==> src/rtl/lidar_feature_quantizer_if.sv <==
// Handshake bundle between the cluster feature extractor, the quantizer and the fusion input FIFO.
// The master modport drives the input side and sinks the output; the slave modport is the quantizer.
interface lidar_feature_quantizer_if #(
  parameter int NUM_FEAT = 8,
  parameter int IN_W     = 32,
  parameter int OUT_W    = 16,
  parameter int TAG_W    = 8
);
  logic                      in_valid;
  logic                      in_ready;
  logic [NUM_FEAT*IN_W-1:0]  in_feat;
  logic                      in_last;
  logic                      out_valid;
  logic                      out_ready;
  logic [NUM_FEAT*OUT_W-1:0] out_vector;
  logic [TAG_W-1:0]          out_tag;
  logic                      out_last;
  logic [NUM_FEAT-1:0]       out_sat_mask;

  modport master (
    output in_valid, in_feat, in_last, out_ready,
    input  in_ready, out_valid, out_vector, out_tag, out_last, out_sat_mask
  );

  modport slave (
    input  in_valid, in_feat, in_last, out_ready,
    output in_ready, out_valid, out_vector, out_tag, out_last, out_sat_mask
  );
endinterface

==> src/rtl/lidar_feature_quantizer.sv <==
// Two-stage clip / shift / saturate encoder for LiDAR cluster feature vectors, tagged per object.
// Optional LIDAR_FEAT_STATS_EN adds saturation-event and frame counters on the output side.
module lidar_feature_quantizer #(
  parameter int                  NUM_FEAT  = 8,
  parameter int                  IN_W      = 32,
  parameter int                  OUT_W     = 16,
  parameter int                  SHIFT     = 12,
  parameter logic [NUM_FEAT-1:0] CLIP_MASK = 8'hB8,
  parameter int                  TAG_W     = 8
) (
  input  logic clk,
  input  logic reset_n,
  lidar_feature_quantizer_if.slave bus
`ifdef LIDAR_FEAT_STATS_EN
  ,
  output logic [15:0] sat_events,
  output logic [15:0] frame_count
`endif
);

  localparam logic [OUT_W-1:0] OUT_MAX = {1'b0, {(OUT_W-1){1'b1}}};
  localparam logic [OUT_W-1:0] OUT_MIN = {1'b1, {(OUT_W-1){1'b0}}};

  // Stage 1: clipped features, indexed by feature number
  logic                          s1_valid_q, s1_valid_d;
  logic [NUM_FEAT-1:0][IN_W-1:0] s1_feat_q,  s1_feat_d;
  logic [TAG_W-1:0]              s1_tag_q,   s1_tag_d;
  logic                          s1_last_q,  s1_last_d;

  // Stage 2: output register
  logic                          s2_valid_q, s2_valid_d;
  logic [NUM_FEAT*OUT_W-1:0]     s2_vec_q,   s2_vec_d;
  logic [TAG_W-1:0]              s2_tag_q,   s2_tag_d;
  logic                          s2_last_q,  s2_last_d;
  logic [NUM_FEAT-1:0]           s2_sat_q,   s2_sat_d;

  logic [TAG_W-1:0]              tag_cnt_q,  tag_cnt_d;

  logic                          s2_load;
  logic                          s1_ready;
  logic                          in_fire;
  logic [NUM_FEAT*OUT_W-1:0]     q_vec;
  logic [NUM_FEAT-1:0]           q_sat;
  logic [IN_W-1:0]               raw_feat;
  logic signed [IN_W-1:0]        shifted;
  logic [IN_W-OUT_W:0]           upper;

  always_comb begin
    s2_load  = !s2_valid_q || bus.out_ready;
    s1_ready = !s1_valid_q || s2_load;
    in_fire  = bus.in_valid && s1_ready;
  end

  // Negative features on clip-enabled lanes are forced to zero before scaling.
  always_comb begin
    s1_valid_d = in_fire || (s1_valid_q && !s2_load);
    s1_feat_d  = s1_feat_q;
    s1_tag_d   = s1_tag_q;
    s1_last_d  = s1_last_q;
    tag_cnt_d  = tag_cnt_q;
    raw_feat   = '0;
    if (in_fire) begin
      for (int i = 0; i < NUM_FEAT; i++) begin
        raw_feat     = bus.in_feat[(NUM_FEAT-i)*IN_W-1 -: IN_W];
        s1_feat_d[i] = (CLIP_MASK[i] && raw_feat[IN_W-1]) ? '0 : raw_feat;
      end
      s1_tag_d  = tag_cnt_q;
      s1_last_d = bus.in_last;
      tag_cnt_d = bus.in_last ? '0 : tag_cnt_q + TAG_W'(1);
    end
  end

  // A shifted value fits in OUT_W bits iff its bits above OUT_W-2 are all sign copies.
  // out_sat_mask follows out_vector ordering: feature 0 in the MSB.
  always_comb begin
    q_vec   = '0;
    q_sat   = '0;
    shifted = '0;
    upper   = '0;
    for (int i = 0; i < NUM_FEAT; i++) begin
      shifted = $signed(s1_feat_q[i]) >>> SHIFT;
      upper   = shifted[IN_W-1:OUT_W-1];
      if ((&upper) || !(|upper)) begin
        q_vec[(NUM_FEAT-i)*OUT_W-1 -: OUT_W] = shifted[OUT_W-1:0];
      end else begin
        q_vec[(NUM_FEAT-i)*OUT_W-1 -: OUT_W] = shifted[IN_W-1] ? OUT_MIN : OUT_MAX;
        q_sat[NUM_FEAT-1-i]                  = 1'b1;
      end
    end
  end

  always_comb begin
    s2_valid_d = s2_load ? s1_valid_q : s2_valid_q;
    s2_vec_d   = s2_vec_q;
    s2_tag_d   = s2_tag_q;
    s2_last_d  = s2_last_q;
    s2_sat_d   = s2_sat_q;
    if (s2_load && s1_valid_q) begin
      s2_vec_d  = q_vec;
      s2_tag_d  = s1_tag_q;
      s2_last_d = s1_last_q;
      s2_sat_d  = q_sat;
    end
  end

  always_ff @(posedge clk or negedge reset_n) begin
    if (!reset_n) begin
      s1_valid_q <= 1'b0;
      s1_feat_q  <= '0;
      s1_tag_q   <= '0;
      s1_last_q  <= 1'b0;
      s2_valid_q <= 1'b0;
      s2_vec_q   <= '0;
      s2_tag_q   <= '0;
      s2_last_q  <= 1'b0;
      s2_sat_q   <= '0;
      tag_cnt_q  <= '0;
    end else begin
      s1_valid_q <= s1_valid_d;
      s1_feat_q  <= s1_feat_d;
      s1_tag_q   <= s1_tag_d;
      s1_last_q  <= s1_last_d;
      s2_valid_q <= s2_valid_d;
      s2_vec_q   <= s2_vec_d;
      s2_tag_q   <= s2_tag_d;
      s2_last_q  <= s2_last_d;
      s2_sat_q   <= s2_sat_d;
      tag_cnt_q  <= tag_cnt_d;
    end
  end

  assign bus.in_ready     = s1_ready;
  assign bus.out_valid    = s2_valid_q;
  assign bus.out_vector   = s2_vec_q;
  assign bus.out_tag      = s2_tag_q;
  assign bus.out_last     = s2_last_q;
  assign bus.out_sat_mask = s2_sat_q;

`ifdef LIDAR_FEAT_STATS_EN
  logic        out_fire;
  logic [15:0] sat_events_q,  sat_events_d;
  logic [15:0] frame_count_q, frame_count_d;

  // Saturation counter sticks at all-ones; frame counter wraps.
  always_comb begin
    out_fire      = s2_valid_q && bus.out_ready;
    sat_events_d  = sat_events_q;
    frame_count_d = frame_count_q;
    if (out_fire && (|s2_sat_q) && (sat_events_q != 16'hFFFF)) begin
      sat_events_d = sat_events_q + 16'd1;
    end
    if (out_fire && s2_last_q) begin
      frame_count_d = frame_count_q + 16'd1;
    end
  end

  always_ff @(posedge clk or negedge reset_n) begin
    if (!reset_n) begin
      sat_events_q  <= '0;
      frame_count_q <= '0;
    end else begin
      sat_events_q  <= sat_events_d;
      frame_count_q <= frame_count_d;
    end
  end

  assign sat_events  = sat_events_q;
  assign frame_count = frame_count_q;
`endif

endmodule

==> src/flat_wrapper.sv <==
// flat-port wrapper written by rule: the top's interface ports become plain ports
module lidar_feature_quantizer_flat 
#(
  parameter int                  NUM_FEAT  = 8,
  parameter int                  IN_W      = 32,
  parameter int                  OUT_W     = 16,
  parameter int                  SHIFT     = 12,
  parameter logic [NUM_FEAT-1:0] CLIP_MASK = 8'hB8,
  parameter int                  TAG_W     = 8
)
  (clk, reset_n, bus_in_valid, bus_in_feat, bus_in_last, bus_out_ready, bus_in_ready, bus_out_valid, bus_out_vector, bus_out_tag, bus_out_last, bus_out_sat_mask);
  lidar_feature_quantizer_if #(.NUM_FEAT(NUM_FEAT), .IN_W(IN_W), .OUT_W(OUT_W), .TAG_W(TAG_W)) bus_i ();
  input  logic clk;
  input  logic reset_n;
  input wire logic [$bits(bus_i.in_valid)-1:0] bus_in_valid;
  input wire logic [$bits(bus_i.in_feat)-1:0] bus_in_feat;
  input wire logic [$bits(bus_i.in_last)-1:0] bus_in_last;
  input wire logic [$bits(bus_i.out_ready)-1:0] bus_out_ready;
  output wire logic [$bits(bus_i.in_ready)-1:0] bus_in_ready;
  output wire logic [$bits(bus_i.out_valid)-1:0] bus_out_valid;
  output wire logic [$bits(bus_i.out_vector)-1:0] bus_out_vector;
  output wire logic [$bits(bus_i.out_tag)-1:0] bus_out_tag;
  output wire logic [$bits(bus_i.out_last)-1:0] bus_out_last;
  output wire logic [$bits(bus_i.out_sat_mask)-1:0] bus_out_sat_mask;
  assign bus_i.in_valid = bus_in_valid;
  assign bus_i.in_feat = bus_in_feat;
  assign bus_i.in_last = bus_in_last;
  assign bus_i.out_ready = bus_out_ready;
  assign bus_in_ready = bus_i.in_ready;
  assign bus_out_valid = bus_i.out_valid;
  assign bus_out_vector = bus_i.out_vector;
  assign bus_out_tag = bus_i.out_tag;
  assign bus_out_last = bus_i.out_last;
  assign bus_out_sat_mask = bus_i.out_sat_mask;
  lidar_feature_quantizer #(.NUM_FEAT(NUM_FEAT), .IN_W(IN_W), .OUT_W(OUT_W), .SHIFT(SHIFT), .CLIP_MASK(CLIP_MASK), .TAG_W(TAG_W)) u_core (.clk(clk), .reset_n(reset_n), .bus(bus_i));
endmodule
==> config.mk <==
export PLATFORM = sky130hd
export DESIGN_NAME = lidar_feature_quantizer_flat
export DESIGN_NICKNAME = d
export VERILOG_FILES = /design/src/rtl/lidar_feature_quantizer_if.sv /design/src/rtl/lidar_feature_quantizer.sv /design/src/flat_wrapper.sv
export SDC_FILE = /design/constraint.sdc
export NUM_CORES = 1
export LEC_CHECK = 0
export ABC_AREA = 1
export CAP_MARGIN = 25
export CORE_MARGIN = 3
export CORE_UTILIZATION = 51
export CTS_BUF_LIST = sky130_fd_sc_hd__clkbuf_8
export DETAILED_ROUTE_END_ITERATION = 6
export HOLD_SLACK_MARGIN = 0.05
export PLACE_DENSITY_LB_ADDON = 0.15
export SYNTH_ARGS = -nofsm -noshare
export SYNTH_HDL_FRONTEND = slang
export SYNTH_SLANG_ARGS = --single-unit
export TNS_END_PERCENT = 5
==> constraint.sdc <==
create_clock -name clk -period 3 [get_ports clk]
set_input_delay 0.6 -clock clk [delete_from_list [all_inputs] [get_ports clk]]
set_output_delay 0.6 -clock clk [all_outputs]
set_load 0.02 [all_outputs]
==> metrics.yaml <==
run_status:
  status: "finished, final reports clean"
pwr:
  ir_drop_mv: 0.4651
  powerDensity_nw_per_um2: 737.8
  p_leak_nw: 7.698
  p_total_mw: 12.47
setup_path:
  r2r_start: "u_core.bus.out_valid$_DFFE_PN0P_"
  cp_data_arrival_time_ns: 1.85
  cp_max_fo: 3
  crit_path_end_kind: "primary output"
  cp_slowest_cell: "clkdlybuf4s50_1"
  crit_top_cell: "clkdlybuf4s50_1"
  crit_start: "bus_out_ready"
  crit_required_ns: 2.40
  start_kind: "primary input"
  crit_type: "primary input to primary output"
  max_stage_delay_ns: 0.63
  path_cells: "clkdlybuf4s50_1, inv_1, nand3_2, clkdlybuf4s50_1"
floorplan:
  fp.dieArea_um2: 26250
  die_width_um: 162.0
  num_rows: 56
  core-area_um2: 23680
  die_y_um: 162.0
  initial_core_util_pct: 52.42
  ios: 408
clock_network:
  clkLatencyLatePin_ns: 0.57
  cts_setup_buffers: 0
  clock_path_buffers: 3
  cts.clk_slew.worst_paths_ns: 0.06
  clock-root-buffer: "clkbuf_8"
  postCtsHoldBufs: 1
  numCtsBuffers: 52
  cts_tree: "yes"
  htreeDepth: 2
  ctsResizeCount: 0
  cts_sinks: 320
synth:
  synth_mux_area_share_pct: 0
  ys_seq_area_share_pct: 64.50
  yosysUniqueCellTypes: 23
  synth_seq_cells: 320
  synth_most_common_cell: "nand2_1"
  synth_common_cells: "nand2_1 (371), dfrtp_1 (320), nor2_1 (155), a21oi_1 (126), inv_1 (93)"
  synthXorXnorAreaFrac_pct: 0.07054
  synth_async_sr_flop_share_pct: 100.0
  synthCells: 1340
  netlist_top_cells_area: "dfrtp_1 (64%), nand2_1 (11%), a21oi_1 (5.1%), nor2_1 (4.7%), nand3_1 (3.1%)"
  syn_area_per_cell_um2: 9.265
  netlist_area_um2: 12420
  synthesis.nets: 1602
  yosys_warnings: 0
  synth-simple-area-share_pct: 19.98
  synth_compound_area_share_pct: 9.523
  post-synth-top-area-fraction_pct: 64.50
  synth_fa_ha_area_share_pct: 0.1008
  synth_top_family_by_area: "simple AND/OR/NAND/NOR gates"
  synth-edff-count: 0
  synthFlopType: "dfrtp_1"
  yosys.area.top_type: "dfrtp_1"
grt:
  grt_use_total_pct: 24.60
  grt_pass1_vias: 10105
  grt-ovfl-total: 0
  grt_max_degree: 109
  grt_pass1_wl_um: 52320
  antenna_found_initial: 1
detailed_routing:
  wl_met3_um: 2519
  via_count: 10160
  met1Wirelength_um: 13250
  top_layer: "met5"
  drc: 0
  wl_per_cell_um: 16.03
  firstDrtPassIters: 5
  drtIter0Drc: 796
  wl_met2_um: 15660
  ant_nets: 0
  via_per_inst: 5.057
  wirelength_um: 32200
timing:
  max_freq_mhz: 408.4
  period_needed_ns: 2.449
  tightestPinTransition_ns: 0.6055
  grt_setup_unrepaired: "false"
  max_slew_margin_pct: 59.54
  hold_viol_final: 0
  skew_ns: 0.01183
  period_share_pct: 81.63
  tns_ns: 0
  slew_viol_final: 0
  finalSetupViolations: 0
layout:
  fillCellCount: 1860
  drive_gt1_share_pct: 6.154
  antennaDiodeCount: 0
  syn2layout_area_growth_pct: 36.17
  final_nets: 1915
hold_path:
  min_path_type: "register to register"
  min_from: "u_core.bus.out_tag[7]$_DFFE_PN0P_"
placement:
  place_congestion: 0.8002
  place.port_buffers: 311
  hpwl_um: 20790
flow_run:
  drv_cap: 0
## flip-flops by register name, summed over array words and instances, names as in the netlist, 8 cells and up
register and cells:
u_core.s1_tag_q 8, u_core.bus.out_tag 8, u_core.bus.out_vector 128, u_core.tag_cnt_q 8
u_core.bus.out_sat_mask 8, u_core.s1_feat_q 156
## kinds of logic after synthesis
group / after synthesis
DFF: 320
buffers and inverters: 170
xor gates and xnor gates: 1
adders and majority gates: 1
AOI/OAI and AO/OA: 229
and+or+nand+nor: 619
## worst max-delay path, delay by kind of cell
kind	cells	cell delay [ns]
AND/OR/NAND/NOR	1	0.09
buffers and inverters	3	1.16
## where the power goes
part           total, mW  internal [mW]  switching (mW)
clock network       3.67           1.99            1.69
logic               3.28           1.46            1.82
registers           5.52           5.09           0.426
total               12.5           8.54            3.93
## cells in the final DEF, fill, tap and decap left out, types with 8 or more instances in the layout
master / count
nand2_1: 370
dfrtp_1: 320
clkdlybuf4s50_1: 310
nor2_1: 155
a21oi_1: 126
inv_1: 111
nand3_1: 78
o21ai_0: 75
clkbuf_8: 67
o21ai_1: 24
buf_12: 11
nand4_1: 8
buf_4: 8
## worst paths after layout
| path | cells past startpoint | slack [ns] | to |
|---|---|---|---|
| max | 4 | 0.55 | bus_in_ready |
| min in group asynchronous | 2 | 0.55 | u_core.s1_feat_q[54]$_DFFE_PN0P_ |
| max in group asynchronous | 3 | 1.65 | u_core.s1_feat_q[125]$_DFFE_PN0P_ |
| max reg2reg | 5 | 1.10 | u_core.bus.out_vector[22]$_DFFE_PN0P_ |
| min reg2reg | 2 | 0.48 | u_core.bus.out_tag[7]$_DFFE_PN0P_ |
| min | 2 | 0.48 | u_core.bus.out_tag[7]$_DFFE_PN0P_ |
## layout make-up
type                       instances  area (um^2)  share of cell area, %
multi-input combinational        850         3692                  21.84
sequential                       320         8008                  47.37
inverter                          98        375.4                  2.220
clock buffer                      67        922.1                  5.454
tap                              319        399.1                  2.361
timing repair buffer             331         3408                  20.16
clock inverter                    24        101.3                 0.5995
## per-stage QoR
step	cell area, um^2	setup WS [ns]	cells	util, %	hold slack, ns
finish	16910	0.5512	2009	71.39	0.4759
floorplan	12420	1.347	1340	-	0.3044
CTS	16910	0.5597	2009	71.39	0.4802
global placement	15870	0.4572	1917	67.02	0.4529
global route	16910	0.5217	2009	71.39	0.4976
detailed placement	15870	0.3865	1917	67.02	0.4649
## layer usage
metal	up-vias	track usage, %
met5	-	0
met4	2	7.096
met3	52	6.376
met2	357	39.99
met1	4872	33.08
li1	4877	-
Note: power is estimated with default switching activity, not from simulation.
